## config.mk

```make
export PLATFORM = sky130hd
export DESIGN_NAME = pcs_rx_block_lock
export DESIGN_NICKNAME = d
export VERILOG_FILES = /design/src/rtl/pcs_rx_pkg.sv /design/src/rtl/pcs_rx_sh_counter.sv /design/src/rtl/pcs_rx_block_lock.sv
export SDC_FILE = /design/constraint.sdc
export NUM_CORES = 1
export LEC_CHECK = 0
export CORE_MARGIN = 5
export CORE_UTILIZATION = 35
export DETAILED_ROUTE_END_ITERATION = 10
export PLACE_DENSITY = 0.78
export SKIP_LAST_GASP = 1
export SLEW_MARGIN = 20
export SYNTH_ARGS = -nofsm -noshare
export SYNTH_HDL_FRONTEND = slang
export SYNTH_SLANG_ARGS = --single-unit
```

## constraint.sdc

```tcl
create_clock -name CLK -period 5.1 [get_ports CLK]
set_input_delay 0.765 -clock CLK [delete_from_list [all_inputs] [get_ports CLK]]
set_output_delay 0.765 -clock CLK [all_outputs]
set_load 0.05 [all_outputs]
```

## src/rtl/pcs_rx_pkg.sv

```systemverilog
// pcs_rx_pkg: shared types, sync-header constants and header validity check
// for the 10GBASE-R receive block synchronizer.
package pcs_rx_pkg;

  typedef enum logic [1:0] {S_TEST, S_SLIP, S_WAIT} lock_state_t;

  localparam logic [1:0] SH_DATA = 2'b01;
  localparam logic [1:0] SH_CTRL = 2'b10;

  function automatic logic sh_is_valid(input logic [1:0] sh);
    return (sh == SH_DATA) || (sh == SH_CTRL);
  endfunction

endpackage

```

## src/rtl/pcs_rx_sh_counter.sv

```systemverilog
// pcs_rx_sh_counter: test-window block counter and invalid-header counter;
// flags report that the pending increment completes the window / hits the limit.
module pcs_rx_sh_counter #(
  parameter int SH_CNT_MAX = 64,
  parameter int INVLD_MAX  = 16
) (
  input  logic       CLK,
  input  logic       rst_n,
  input  logic       i_clear,
  input  logic       i_inc_sh,
  input  logic       i_inc_invld,
  output logic [4:0] o_invld_cnt,
  output logic       o_window_done,
  output logic       o_invld_limit
);

  logic [6:0] r_sh_cnt;
  logic [4:0] r_invld_cnt;

  always_ff @(posedge CLK or negedge rst_n) begin
    if (!rst_n) begin
      r_sh_cnt    <= '0;
      r_invld_cnt <= '0;
    end else if (i_clear) begin
      r_sh_cnt    <= '0;
      r_invld_cnt <= '0;
    end else begin
      r_sh_cnt    <= r_sh_cnt + 7'(i_inc_sh);
      r_invld_cnt <= r_invld_cnt + 5'(i_inc_invld);
    end
  end

  assign o_invld_cnt   = r_invld_cnt;
  assign o_window_done = i_inc_sh && (r_sh_cnt == 7'(SH_CNT_MAX - 1));
  assign o_invld_limit = i_inc_invld && (r_invld_cnt == 5'(INVLD_MAX - 1));

endmodule

```

## src/rtl/pcs_rx_block_lock.sv

```systemverilog
// pcs_rx_block_lock: 64b/66b sync-header block lock with gearbox slip requests and
// a 1-cycle header/payload split; PCS_RX_SLIP_CNT_EN adds a saturating slip_count.
module pcs_rx_block_lock
  import pcs_rx_pkg::*;
#(
  parameter int SH_CNT_MAX = 64,
  parameter int INVLD_MAX  = 16,
  parameter int SLIP_WAIT  = 8
) (
  input  logic        CLK,
  input  logic        rst_n,
  input  logic [65:0] rx_data_in,
  input  logic        rx_valid_in,
  output logic [63:0] rx_data_out,
  output logic [1:0]  rx_header,
  output logic        rx_valid_out,
  output logic        block_lock,
  output logic        slip
`ifdef PCS_RX_SLIP_CNT_EN
  ,
  output logic [15:0] slip_count
`endif
);

  lock_state_t r_state, w_next;
  logic [7:0]  r_wait_cnt;
  logic        r_lock;
  logic [4:0]  w_invld_cnt;
  logic        w_hdr_ok, w_test, w_wait_done, w_window_done, w_invld_limit;
  logic        w_inc_sh, w_inc_invld, w_slip_go, w_win_end, w_clear;

  assign w_hdr_ok    = sh_is_valid(rx_data_in[1:0]);
  assign w_test      = (r_state == S_TEST) && rx_valid_in;
  assign w_wait_done = (r_state == S_WAIT) && rx_valid_in && (r_wait_cnt == 8'(SLIP_WAIT - 1));

  always_ff @(posedge CLK or negedge rst_n) begin
    if (!rst_n) r_state <= S_TEST;
    else        r_state <= w_next;
  end

  always_comb begin
    w_next = w_slip_go ? S_SLIP :
             (r_state == S_SLIP) ? S_WAIT :
             (r_state == S_WAIT && !w_wait_done) ? S_WAIT : S_TEST;
  end

  // Unlocked, one bad header slips at once; locked, bad headers are tallied.
  always_comb begin
    w_inc_sh    = w_test && (w_hdr_ok || r_lock);
    w_inc_invld = w_test && !w_hdr_ok && r_lock;
    w_slip_go   = w_test && !w_hdr_ok && (!r_lock || w_invld_limit);
    w_win_end   = w_window_done && !w_slip_go;
    w_clear     = (r_state == S_SLIP) || w_wait_done || w_win_end;
    slip        = (r_state == S_SLIP);
  end

  pcs_rx_sh_counter #(
    .SH_CNT_MAX(SH_CNT_MAX),
    .INVLD_MAX (INVLD_MAX)
  ) u_cnt (
    .CLK          (CLK),
    .rst_n        (rst_n),
    .i_clear      (w_clear),
    .i_inc_sh     (w_inc_sh),
    .i_inc_invld  (w_inc_invld),
    .o_invld_cnt  (w_invld_cnt),
    .o_window_done(w_window_done),
    .o_invld_limit(w_invld_limit)
  );

  // Lock falls on entry to the slip so slip and !block_lock appear together.
  always_ff @(posedge CLK or negedge rst_n) begin
    if (!rst_n) begin
      r_lock     <= 1'b0;
      r_wait_cnt <= '0;
    end else begin
      r_lock     <= (w_slip_go || r_state == S_SLIP) ? 1'b0 :
                    r_lock | (w_win_end && w_hdr_ok && w_invld_cnt == '0);
      r_wait_cnt <= (r_state == S_SLIP || w_wait_done) ? 8'd0 :
                    r_wait_cnt + 8'((r_state == S_WAIT) && rx_valid_in);
    end
  end

  always_ff @(posedge CLK or negedge rst_n) begin
    if (!rst_n) begin
      rx_data_out  <= '0;
      rx_header    <= '0;
      rx_valid_out <= 1'b0;
    end else begin
      rx_data_out  <= rx_data_in[65:2];
      rx_header    <= rx_data_in[1:0];
      rx_valid_out <= rx_valid_in;
    end
  end

  assign block_lock = r_lock;

`ifdef PCS_RX_SLIP_CNT_EN
  logic [15:0] r_slip_count;

  always_ff @(posedge CLK or negedge rst_n) begin
    if (!rst_n) r_slip_count <= '0;
    else        r_slip_count <= r_slip_count + 16'(slip && r_slip_count != 16'hFFFF);
  end

  assign slip_count = r_slip_count;
`endif

endmodule
```

==> impl_metrics.csv <==
group,metric,value,unit
status,status,"finished, final reports clean",
grt,grt_pass1_vias,2105,
sta,setup_viol,0,
grt,grt_usage,0.135,
grt,antenna_found_initial,0,
clocking,h-tree-depth,3,
sta,slew_headroom,0.486,
job,cap_violations,0,
power,internal_power,1.19,mW
power,pwr-share-seq,0.484,
clocking,clock_sinks,90,
sta,slew_viol_final,0,
final_layout,fill_cells,644,
die,core_area,7810,um2
logic_synthesis,yosysWarnings,0,
grt,grt_max_degree,91,
logic_synthesis,postSynthAreaPerCell,16.2,um2
logic_synthesis,synth_fa_ha_area_frac,0.0265,
clocking,cts_buffers,9,
logic_synthesis,syn_inst,175,
route,drt_iter0_drc,25,
die,start_util,0.363,
die,fp.dieW,100,um
grt,grt_pass1_wl,10300,um
logic_synthesis,yosys.area_share.simple,0.107,
power,ir_worst_vdd,0.000194,V
final_layout,area.growth.synth_to_final,60.1,%
die,rows,32,
die,pin_count,138,
place,io_buffers,137,
sta,setup_ws,2.47,ns
setup_path,worstPathRequired,4.34,ns
final_layout,utilization,0.581,
logic_synthesis,ys_seq_elements,90,
logic_synthesis,syn_nets,250,
sta,rsz0062_at_grt,"no",
sta,fmax,0.381,GHz
clocking,cts_resized,0,
final_layout,drive_above_1_share,0.0675,
setup_path,cp_max_fo,4,
power,p_switching,459,uW
final_layout,final_common_cell,"clkdlybuf4s50_1",
setup_path,worstSetupPathType,"reg2out",
place,globalplace.congestion,0.730,
sta,hold_viol,0,
sta,min_period_over_period,0.515,
route,via_count,1884,
logic_synthesis,synth_top_family_by_area,"simple AND/OR/NAND/NOR gates",
logic_synthesis,synth-seq-area-share,0.794,
place,hpwl,4740,um
route,first_pass_iters,4,
power,leakage,1.98,nW
power,p_clk_frac,0.329,
route,routed_wl,6300,um
clocking,cts_tree,"yes",
logic_synthesis,synth_area,2840,um2
sta,tightest_slew,0.771,ns
grt,grt-ovfl-total,0,
logic_synthesis,synth-compound-area-share,0.0141,
sta,setup-tns-final,0,ns
route,drc,0,
logic_synthesis,synth_top_area_cell,"dfrtp_1",
final_layout,n_antenna_cell,0,
setup_path,start_kind,"flop",
sta,final.setup_skew,0.0110,ns
die,dieArea,10000,um2
clocking,cts_hold_buf,0,
power,powerDensity,364,nW/um2
clocking,post_cts_buffers,0,
clocking,clock-root-buffer,"clkbuf_8",
logic_synthesis,synth.top_cell.area_share,0.794,
final_layout,nNetsFinal,396,
setup_path,cp.arrival,1.86,ns
logic_synthesis,synth_xor_area_frac,0.0463,
power,switching_share,0.278,
logic_synthesis,synth.distinct_cells,25,
route,viasPerCell,4.40,
logic_synthesis,muxShareOfSynthArea,0,
logic_synthesis,synthTopCellsByArea,"dfrtp_1, ha_1, xnor2_1, xor2_1, nor3_1",
route,ant_nets,0,
min_path,hold_path_class,"in2async",
clocking,insertion_delay,0.35,ns
place,pre_cts_ws,2.28,ns
die,fp.dieH,100,um
route,wire_per_inst,14.7,um
setup_path,cp-end-kind,"primary output",
sta,min_period,2.63,ns
power,total_power,1.65,mW
power,comb_power_share,0.187,
final_layout,most-common-layout-cells,"clkdlybuf4s50_1, dfrtp_1, nor3_1",
clocking,clockBufferDepth,2,
clocking,clkTransAtPathRegs,0.10,ns
worst paths after layout:
kind                                from           endpoint  slack (ns)  cells past startpoint
hold reg to reg            r_wait_cnt[7]      r_wait_cnt[7]        0.56                      2
setup / recovery              r_state[1]               slip        2.47                      3
max in group asynchronous          rst_n    rx_data_out[27]        4.12                      1
min in group CLK           r_wait_cnt[7]      r_wait_cnt[7]        0.56                      2
setup reg to reg              r_state[0]  u_cnt.r_sh_cnt[6]        3.18                      9
hold / removal                     rst_n    rx_data_out[61]        0.46                      1
critical path, stage by stage (launching register included):
cell and delay [ns]:
dfrtp_1 0.39, nand2b_1 0.19, inv_1 0.12, clkdlybuf4s50_1 0.81
logic make-up after synthesis:
| family | count (synthesis) |
|---|---|
| AOI/OAI and AO/OA | 5 |
| xor gates and xnor gates | 15 |
| adders and majority gates | 6 |
| buffers and inverters | 5 |
| DFF | 90 |
| and+or+nand+nor | 54 |
power by group through the flow:
| stage | Sequential, mW | Combinational [mW] | Clock [mW] |
|---|---|---|---|
| 5_1_grt | 0.806 | 0.330 | 0.593 |
| 3_5_place_dp | 0.813 | 0.312 | 0 |
| 3_3_place_gp | 0.810 | 0.305 | 0 |
| 2_1_floorplan | 0.906 | 0.0735 | 0 |
| 4_1_cts | 0.799 | 0.314 | 0.558 |
| 6_report | 0.798 | 0.309 | 0.543 |
sequential cells by signal, summed over array words and instances (netlist names):
signal	count
block_lock	1
r_wait_cnt	8
rx_header	2
u_cnt.r_sh_cnt	7
rx_valid_out	1
u_cnt.o_invld_cnt	5
rx_data_out	64
r_state	2
synthesized netlist by cell type (all sizes together):
cell and n:
nand3 7, a21o 1, o21ai 2, o21ba 1
xnor2 8, nor2b 1, inv 3, a211oi 1
and2 4, nor3b 6, and3 4, nor2 9
dfrtp 90, xor2 7, nand2b 1, ha 6
nor3 11, or3 1, and2b 1, nand4 4
buf 2, nand2 4, nor4b 1
layout make-up:
cell class | count | area, um2 | area share
sequential | 90 | 2250 | 0.496
timing repair buffer | 137 | 1370 | 0.302
multi-input combinational | 80 | 549 | 0.121
clock buffer | 10 | 138 | 0.0303
tap | 102 | 128 | 0.0281
clock inverter | 6 | 87.6 | 0.0193
inverter | 3 | 11.3 | 0.00248
stage by stage:
| stage | instances | hold WS, ns | cell area (um2) |
|---|---|---|---|
| 2_1_floorplan | 175 | 0.469 | 2840 |
| 3_3_place_gp | 412 | 0.542 | 4310 |
| 3_5_place_dp | 412 | 0.541 | 4310 |
| 4_1_cts | 428 | 0.566 | 4530 |
| 5_1_grt | 428 | 0.529 | 4540 |
| 6_report | 428 | 0.457 | 4540 |
per-layer routing:
layer	global-route usage	wire, um
met5	0	0
met4	0.0591	98
met3	0.0695	647
met2	0.238	3400
met1	0.134	2150
Note: power is estimated with default switching activity, not from simulation.
